**src/rtl/mips_hazard_pkg.sv**
```systemverilog
// Shared definitions for the MIPS pipeline hazard logic.
//   hz_state_e : hazard controller FSM states (RUN, FP_BUSY)
//   REG_ADDR_W : register-file address width
//   ZERO_REG   : hard-wired zero register, never a real dependency
package mips_hazard_pkg;

  localparam int REG_ADDR_W = 5;
  localparam logic [REG_ADDR_W-1:0] ZERO_REG = 5'd0;

  typedef enum logic {
    RUN     = 1'b0,
    FP_BUSY = 1'b1
  } hz_state_e;

endpackage

```
**src/rtl/hazard_stall_unit_sat_counter.sv**
```systemverilog
// Saturating up-counter used for pipeline performance counters.
// Ports:
//   clk   : clock, rising edge
//   rst_n : asynchronous active-low reset, clears the count
//   inc   : count one event on this edge
//   clr   : synchronous clear, wins over inc
//   count : current value, sticks at all-ones
module sat_counter #(
  parameter int WIDTH = 32
) (
  input  logic             clk,
  input  logic             rst_n,
  input  logic             inc,
  input  logic             clr,
  output logic [WIDTH-1:0] count
);

  logic [WIDTH-1:0] count_reg;
  logic [WIDTH-1:0] count_next;

  always_comb begin
    count_next = count_reg;
    if (clr) begin
      count_next = '0;
    end else if (inc && (count_reg != {WIDTH{1'b1}})) begin
      count_next = count_reg + 1'b1;
    end
  end

  always_ff @(posedge clk or negedge rst_n) begin
    if (!rst_n) begin
      count_reg <= '0;
    end else begin
      count_reg <= count_next;
    end
  end

  assign count = count_reg;

endmodule

```
**src/rtl/hazard_stall_unit.sv**
```systemverilog
// ID-stage hazard/stall controller for the 5-stage MIPS pipeline.
// Decides whether the IF/ID instruction may advance into ID/EX, covering the
// hazards forwarding cannot fix: load-use (one bubble), multi-cycle FP ops
// holding EX (FP_LAT-1 freeze cycles) and taken-branch squash.
// Ports:
//   clk, rst_n             : clock / asynchronous active-low reset
//   rs/rt_IF_ID, uses_*    : source operands of the instruction in ID
//   fp_multi_IF_ID         : ID instruction is a multi-cycle FP op
//   *_ID_EX                : load / write-back info of the instruction in EX
//   branch_taken_EX        : branch resolved taken in EX this cycle
//   stall_cnt_clr          : synchronous clear of stall_cycles
//   pc_write, if_id_write, id_ex_write : pipeline register enables
//   if_id_flush, id_ex_bubble, ex_mem_bubble : NOP injection
//   fp_busy                : an FP op currently occupies EX
//   stall_cycles           : saturating count of cycles with pc_write=0
module hazard_stall_unit
  import mips_hazard_pkg::*;
#(
  parameter int FP_LAT = 4,
  parameter int CNT_W  = 32
) (
  input  logic                  clk,
  input  logic                  rst_n,
  input  logic [REG_ADDR_W-1:0] rs_IF_ID,
  input  logic [REG_ADDR_W-1:0] rt_IF_ID,
  input  logic                  uses_rs_IF_ID,
  input  logic                  uses_rt_IF_ID,
  input  logic                  fp_multi_IF_ID,
  input  logic                  MemRead_ID_EX,
  input  logic                  GeneralRegWrite_ID_EX,
  input  logic                  FloatRegWrite_ID_EX,
  input  logic [REG_ADDR_W-1:0] write_reg_ID_EX,
  input  logic                  branch_taken_EX,
  input  logic                  stall_cnt_clr,
  output logic                  pc_write,
  output logic                  if_id_write,
  output logic                  if_id_flush,
  output logic                  id_ex_write,
  output logic                  id_ex_bubble,
  output logic                  ex_mem_bubble,
  output logic                  fp_busy,
  output logic [CNT_W-1:0]      stall_cycles
);

  // Freeze length after issue; FP_LAT is limited to 1..16 so this fits 4 bits.
  localparam logic [3:0] FP_CNT_INIT = 4'(FP_LAT - 1);
  localparam logic       FP_MULTI_EN = (FP_LAT > 1);

  hz_state_e  state_reg, state_next;
  logic [3:0] fp_cnt_reg, fp_cnt_next;
  logic       load_use;
  logic       fp_issue;

  // A load whose destination is read by the ID instruction cannot be
  // forwarded in time; register 0 is never a real dependency.
  always_comb begin
    load_use = MemRead_ID_EX
            && (GeneralRegWrite_ID_EX || FloatRegWrite_ID_EX)
            && (write_reg_ID_EX != ZERO_REG)
            && ((uses_rs_IF_ID && (rs_IF_ID == write_reg_ID_EX))
             || (uses_rt_IF_ID && (rt_IF_ID == write_reg_ID_EX)));
  end

  assign fp_issue = (state_reg == RUN) && fp_multi_IF_ID && !branch_taken_EX
                 && !load_use && FP_MULTI_EN;

  // State register
  always_ff @(posedge clk or negedge rst_n) begin
    if (!rst_n) begin
      state_reg  <= RUN;
      fp_cnt_reg <= 4'd0;
    end else begin
      state_reg  <= state_next;
      fp_cnt_reg <= fp_cnt_next;
    end
  end

  // Next-state logic
  always_comb begin
    state_next  = state_reg;
    fp_cnt_next = fp_cnt_reg;
    unique case (state_reg)
      RUN: begin
        if (fp_issue) begin
          state_next  = FP_BUSY;
          fp_cnt_next = FP_CNT_INIT;
        end
      end
      FP_BUSY: begin
        fp_cnt_next = fp_cnt_reg - 4'd1;
        // The <=1 guard also rescues a zero count, which should never occur.
        if (fp_cnt_reg <= 4'd1) begin
          state_next  = RUN;
          fp_cnt_next = 4'd0;
        end
      end
      default: begin
        state_next  = RUN;
        fp_cnt_next = 4'd0;
      end
    endcase
  end

  // Output logic (Mealy). While reset is held the pipeline free-runs so
  // that it can be flushed regardless of what the inputs look like.
  always_comb begin
    pc_write      = 1'b1;
    if_id_write   = 1'b1;
    if_id_flush   = 1'b0;
    id_ex_write   = 1'b1;
    id_ex_bubble  = 1'b0;
    ex_mem_bubble = 1'b0;
    fp_busy       = 1'b0;
    if (rst_n) begin
      if (state_reg == FP_BUSY) begin
        pc_write      = 1'b0;
        if_id_write   = 1'b0;
        id_ex_write   = 1'b0;
        ex_mem_bubble = 1'b1;
        fp_busy       = 1'b1;
      end else if (branch_taken_EX) begin
        if_id_flush  = 1'b1;
        id_ex_bubble = 1'b1;
      end else if (load_use) begin
        pc_write     = 1'b0;
        if_id_write  = 1'b0;
        id_ex_bubble = 1'b1;
      end
    end
  end

  sat_counter #(
    .WIDTH (CNT_W)
  ) u_stall_cnt (
    .clk   (clk),
    .rst_n (rst_n),
    .inc   (!pc_write),
    .clr   (stall_cnt_clr),
    .count (stall_cycles)
  );

endmodule

```
**config.mk**
```make
export PLATFORM = sky130hd
export DESIGN_NAME = hazard_stall_unit
export DESIGN_NICKNAME = d
export VERILOG_FILES = /design/src/rtl/mips_hazard_pkg.sv /design/src/rtl/hazard_stall_unit_sat_counter.sv /design/src/rtl/hazard_stall_unit.sv
export SDC_FILE = /design/constraint.sdc
export NUM_CORES = 1
export LEC_CHECK = 0
export BUFFER_PORTS_ARGS = -buffer_cell sky130_fd_sc_hd__buf_2
export CORE_ASPECT_RATIO = 1.5
export CORE_MARGIN = 5
export CORE_UTILIZATION = 24
export DETAILED_ROUTE_END_ITERATION = 10
export PLACE_DENSITY = 0.54
export SYNTH_ARGS = -nofsm -noshare
export SYNTH_HDL_FRONTEND = slang
export SYNTH_SLANG_ARGS = --single-unit
```
**constraint.sdc**
```tcl
create_clock -name clk -period 2.7 [get_ports clk]
set_clock_uncertainty 0.15 [all_clocks]
set_input_delay 0.135 -clock clk [delete_from_list [all_inputs] [get_ports clk]]
set_output_delay 0.135 -clock clk [all_outputs]
set_load 0.01 [all_outputs]
```
==> summary.md, run 1 <==
| Metric | Value |
|---|---|
| Status | `finished clean` |
| WL per Instance | `14.0 um` |
| Startpoint Class | `flip-flop` |
| Synth Cell Area | `2220 sq um` |
| CTS clk-pin slew, worst paths | `50 ps` |
| Die height | `128 um` |
| Clock Sinks | `37` |
| Total Wirelength | `5880 um` |
| GR peak layer | `met2` |
| Syn nets | `272` |
| Max Cap Violations | `0` |
| Mapped Cells | `244` |
| Synth top area share | `41.8%` |
| Tot Pwr | `1.52 mW` |
| Critical path class | `flip-flop to flip-flop` |
| Final Hold Fails | `0` |
| IO Pins | `64` |
| Top cells by area, synth | `dfrtp_1 (42%), xnor2_1 (16%), nor2_1 (6.3%)` |
| Crit path time final | `2430 ps` |
| First drt pass iteration count | `4` |
| Sum of negative setup slack | `0 ps` |
| Setup violations, final | `0` |
| Vias/cell | `4.77` |
| Maximum fanout along the worst path | `30` |
| Filler cell count | `978` |
| CP endpoint kind | `flip-flop` |
| H-tree Lvls | `2` |
| GR Util met1 | `11.7%` |
| TritonCTS Buffers | `5` |
| Initial DRC count | `71` |
| DP HPWL | `4430 um` |
| Largest register FFs | `32` |
| Synthesized area per cell | `9.09 sq um` |
| # DRC | `0` |
| DIE WIDTH | `88.5 um` |
| Post-synth cell types | `33` |
| Post-route cell area | `2810 sq um` |
| Count leader, synth | `xnor2_1` |
| CTS tree | `built` |
| CTS max path bufs | `2` |
| Grt met2 use | `18.2%` |
| Layout Nets | `337` |
| Initial core utilization | `24.2%` |
| VDD IR-drop max | `0.239 mV` |
| Layout area overhead | `26.7%` |
| Met3 Use GR | `3.28%` |
| Total grt overflow | `0` |
| Hold Crit Class | `primary input to flip-flop` |
| Rel. slew slack | `61.1%` |
| Final Core Density | `30.7%` |
| All-Layer GR Usage | `10.5%` |
| Row count | `43` |
| Worst EP required | `2680 ps` |
| Worst skew pair latency | `280 ps` |
| Register bit count reported by yosys | `37` |
| Antenna cells | `0` |
| Synth top cells by count | `xnor2_1 (40), dfrtp_1 (37), nor2_1 (37)` |
| RSZ-0062 raised after global routing | `no` |
| First-pass GRT wire length | `9340 um` |
| Gpl congestion | `0.775` |
| Port Buffers | `63` |
| Power Density | `542 nW/um^2` |
| Core area | `9150 sq um` |
| Final period util | `90.1%` |
| Main synth FF type | `dfrtp_1` |
| Cell taking the most area after synthesis | `dfrtp_1` |
| Measured slew at the worst slew-check pin | `584 ps` |
| Final Max Tran Viols | `0` |
| Postcts setup bufs | `0` |
| Warnings from Yosys | `0` |
| CP arrival | `2410 ps` |
| Initial antenna violation count | `0` |
| Vias in the first global route | `1992` |
| Total die area | `11300 sq um` |
| DP Area | `2660 sq um` |
| Clock root buffer | `clkbuf_16` |
| Leak | `1.23 nW` |
| Layout cells sized above 1 | `28.5%` |
| Sequential area share after synthesis | `41.8%` |
| EDFF count, synth | `0` |
| FFs w/ async S/R, synth | `100%` |
| Routed Antenna Nets | `0` |
| Pin count of the biggest net entering global routing | `38` |
| Fmax | `0.411 GHz` |
| Vias | `2007` |
-- routing by layer --
layer / share of wire (%) / wire [um]
met3: 8.0 / 469
met4: 2.6 / 151
met1: 40 / 2330
met2: 50 / 2930
met5: 0 / 0
-- worst max-delay path, cell delays in order, from the launching register on --
cell and delay [ps]:
dfrtp_1 410, nand4_1 220, nor3_4 340, and4_1 260, and4_4 490, or2_1 220
or3_1 120, a21oi_1 60
-- timing repair --
action                                 in CTS  in global routing
hold buffers                                1                  0
resized for setup                           0                  0
endpoints found under the hold margin      37                  0
-- layout make-up --
type / instances / area (sq um) / share of cell area, %
timing repair buffer: 71 / 378 / 13.5
tap: 112 / 140 / 4.99
inverter: 6 / 22.5 / 0.802
clock buffer: 7 / 143 / 5.08
sequential: 37 / 926 / 33.0
multi-input combinational: 188 / 1200 / 42.7
-- layout by cell type, fill, tap and decap left out, types with 2 or more instances in the layout --
| master | instances |
|---|---|
| buf_2 | 63 |
| xnor2_1 | 40 |
| nor2_1 | 37 |
| dfrtp_1 | 37 |
| nor3_1 | 19 |
| nand3_1 | 15 |
| nand2_1 | 13 |
| nand4_1 | 12 |
| buf_4 | 7 |
| inv_1 | 6 |
| and3_1 | 6 |
| o21ai_0 | 5 |
| a21oi_1 | 5 |
| nor3_2 | 5 |
| clkbuf_16 | 5 |
| o22ai_1 | 3 |
| nor3b_1 | 3 |
| and2_1 | 3 |
| nor4_1 | 3 |
| ha_1 | 3 |
| and4_4 | 2 |
| and4_1 | 2 |
| nor4_2 | 2 |
| or3_1 | 2 |
-- path summary, 6_finish.rpt --
| path | slack, ps | end | startpoint | cells past startpoint |
|---|---|---|---|---|
| max reg2reg | 270 | u_stall_cnt.count[18] | u_stall_cnt.count[14] | 7 |
| min in group asynchronous | 420 | fp_cnt_reg[1] | rst_n | 3 |
| max | 270 | u_stall_cnt.count[18] | u_stall_cnt.count[14] | 7 |
| min | 120 | state_reg | fp_multi_IF_ID | 4 |
| min reg2reg | 410 | fp_cnt_reg[3] | fp_cnt_reg[3] | 1 |
| max in group asynchronous | 1660 | u_stall_cnt.count[22] | rst_n | 3 |
-- where the power goes --
group	internal (mW)	switching (mW)	leakage [nW]	total (mW)
sequential	0.593	0.0528	0.510	0.646
clock	0.362	0.212	0.0700	0.574
combinational	0.126	0.178	0.648	0.303
total	1.08	0.442	1.23	1.52
-- cells by family (layout without fill, tap and decap cells) --
logic type	Yosys count	count (layout)	share of synthesized area (%)
and+or+nand+nor	128	128	31.7
xor gates and xnor gates	40	40	15.8
DFF	37	37	41.8
buffers and inverters	19	84	4.46
AOI/OAI and AO/OA	17	17	4.63
adders and majority gates	3	3	1.69
-- stage by stage --
step | setup WS [ps] | hold slack (ps) | std cells
3_5_place_dp | 258 | 176 | 413
4_1_cts | 246 | 128 | 421
3_3_place_gp | 361 | 176 | 413
6_report | 268 | 122 | 421
5_1_grt | 72.2 | 182 | 421
2_1_floorplan | 510 | -311 | 244
Power figures use the tool's default switching activity.
==> inputs of run 2 (changes only) <==
--- a/config.mk
+++ b/config.mk
@@ -11,6 +11,8 @@
 export CORE_UTILIZATION = 24
 export DETAILED_ROUTE_END_ITERATION = 10
 export PLACE_DENSITY = 0.54
+export SETUP_SLACK_MARGIN = 0.4
+export SLEW_MARGIN = 10
 export SYNTH_ARGS = -nofsm -noshare
 export SYNTH_HDL_FRONTEND = slang
 export SYNTH_SLANG_ARGS = --single-unit
==> run 2 against run 1 <==
  * Design area rose by 1.5%
  * Sequential share of layout area fell by 0.48 points
  * Critical path type unchanged
  * Total power rose by 0.30%
  * Die area did not move
  * Via count rose by 2.0%
  * Hold slack barely moved
  * First-iteration DRC count rose by 9.9%
  * Fmax rose by 9.2%
  * Cell count rose by 0.95%
  * Clock power barely moved
  * Sequential cell count did not move
  * Clock-buffer cell count did not move
==> summary.md, run 2 (synthesis gave the netlist of run 1 again) <==
| Metric | Value |
|---|---|
| Status | `finished clean` |
| Comb pwr share | `20.1%` |
| Initial core utilization | `24.2%` |
| Internal power | `1.08 mW` |
| TritonCTS Buffers | `5` |
| Crit-path slowest cell | `dfrtp_1` |
| Pin count of the biggest net entering global routing | `38` |
| # DRC | `0` |
| Worst reg-to-reg path cell count | `7` |
| Clock Sinks | `37` |
| Measured slew at the worst slew-check pin | `585 ps` |
| Gpl congestion | `0.775` |
| Die height | `128 um` |
| First drt pass iteration count | `4` |
| DP HPWL | `4430 um` |
| CTS tree | `built` |
| Most used cell, CP | `and4_4` |
| Final Core Density | `31.2%` |
| Maximum fanout along the worst path | `15` |
| Worst skew pair latency | `280 ps` |
| Sequential Power Share | `42.3%` |
| Row count | `43` |
| Worst EP required | `2750 ps` |
| Vias in the first global route | `2001` |
| Net Sw Frac | `29.1%` |
| Initial DRC count | `78` |
| Layout cells sized above 1 | `30.0%` |
| Hold Crit Class | `primary input to flip-flop` |
| Startpoint Class | `flip-flop` |
| Sum of negative setup slack | `0 ps` |
| Final period util | `82.5%` |
| Cell Count, Final, Fillers Out | `425` |
| Fmax | `0.449 GHz` |
| Leak | `1.25 nW` |
| Initial antenna violation count | `0` |
| IO Pins | `64` |
| Crit path cell chain | `and3_4, and4_4, and4_1, and4_4, or2_4, or3_1, a21oi_1` |
| FF-to-FF setup slack | `470 ps` |
| Critical path's largest stage delay | `410 ps` |
| Net Sw Power | `0.444 mW` |
| DIE WIDTH | `88.5 um` |
| Total grt overflow | `0` |
| Worst flop-to-flop path startpoint | `u_stall_cnt.count[23]` |
| Port Buffers | `63` |
| CP arrival | `2270 ps` |
| CTS max path bufs | `2` |
| Placed cells | `413` |
| Final Hold Fails | `0` |
| WHS | `122 ps` |
| Commonest non-fill, non-tap cell in the layout | `buf_2` |
| First-pass GRT wire length | `9480 um` |
| Largest register FFs | `32` |
| H-tree Lvls | `2` |
| RR Endpoint | `u_stall_cnt.count[18]` |
| Final Max Tran Viols | `0` |
| Tot Pwr | `1.53 mW` |
| CTS clk-pin slew, worst paths | `50 ps` |
| Most frequent cells in the layout | `buf_2 (63), xnor2_1 (40), nor2_1 (37), dfrtp_1 (37), nor3_1 (19)` |
| Total Wirelength | `6000 um` |
| Layout area overhead | `28.6%` |
| Critical path class | `flip-flop to flip-flop` |
| WL per Instance | `14.1 um` |
| Power Density | `536 nW/um^2` |
| Total die area | `11300 sq um` |
| All-Layer GR Usage | `10.7%` |
| CP startpoint | `u_stall_cnt.count[23]` |
| Routed Antenna Nets | `0` |
| Clock root buffer | `clkbuf_16` |
| Layout Nets | `341` |
| Core area | `9150 sq um` |
| VDD IR-drop max | `0.238 mV` |
| Critical Path Sink | `u_stall_cnt.count[18]` |
| Setup violations, final | `0` |
| Vias | `2047` |
| Max Cap Violations | `0` |
| RSZ-0062 raised after global routing | `yes` |
| Vias/cell | `4.82` |
| Antenna cells | `0` |
| Clock power frac | `37.6%` |
| Crit path time final | `2230 ps` |
| Rel. slew slack | `61.0%` |
| CP endpoint kind | `flip-flop` |
## run 2: how the worst min path moves through the flow
stage                               from             to  slack [ps]  cells after the start
after floorplan                    rst_n  fp_cnt_reg[0]        -310                      0
after global placement             rst_n  fp_cnt_reg[2]         180                      2
after detailed placement           rst_n  fp_cnt_reg[2]         180                      2
after CTS                 fp_multi_IF_ID      state_reg         130                      4
after global routing      fp_multi_IF_ID      state_reg         180                      4
final                     fp_multi_IF_ID      state_reg         120                      4
## run 2: final cells by class
type | instances | area, sq um
inverters | 6 | 22.5
clock buffers | 7 | 143
repair buffers | 74 | 400
flip-flops and latches | 37 | 926
well taps | 112 | 140
fillers | 976 | 6300
multi-input cells | 189 | 1220
## run 2: stage by stage
step | setup slack, ps | cell area, sq um
3_5_place_dp | 258 | 2660
2_1_floorplan | 510 | 2220
6_report | 472 | 2850
3_3_place_gp | 361 | 2660
4_1_cts | 392 | 2820
5_1_grt | 350 | 2850
## run 2: repair_timing
item	in CTS	in global routing
hold buffers	1	0
endpoints found under the hold margin	37	0
endpoints found under the setup margin	32	32
cloned	1	0
buffers inserted	0	3
resized for setup	1	2
pin swaps	1	1
## run 2: routing by layer
layer  vias up  wire length [um]  global-route usage [%]  part of all wire (%)
li1        986                 -                       -                     -
met1       983              2340                    12.1                    39
met2        69              3060                    18.7                    51
met3         9               503                    3.22                   8.4
met4         0                92                    3.56                   1.5
met5         -                 0                       0                     0
## run 2: power groups by stage
stage / clock network (mW) / registers [mW] / logic, mW
4_1_cts: 0.590 / 0.647 / 0.309
2_1_floorplan: 0 / 0.634 / 0.224
3_3_place_gp: 0 / 0.654 / 0.296
5_1_grt: 0.616 / 0.655 / 0.350
3_5_place_dp: 0 / 0.656 / 0.307
6_report: 0.575 / 0.646 / 0.307
## run 2: critical path, delay by kind of cell, from the launching register on
family             cells  cell delay, ps
and+or+nand+nor        6            1440
DFF                    1             410
AOI/OAI and AO/OA      1             150
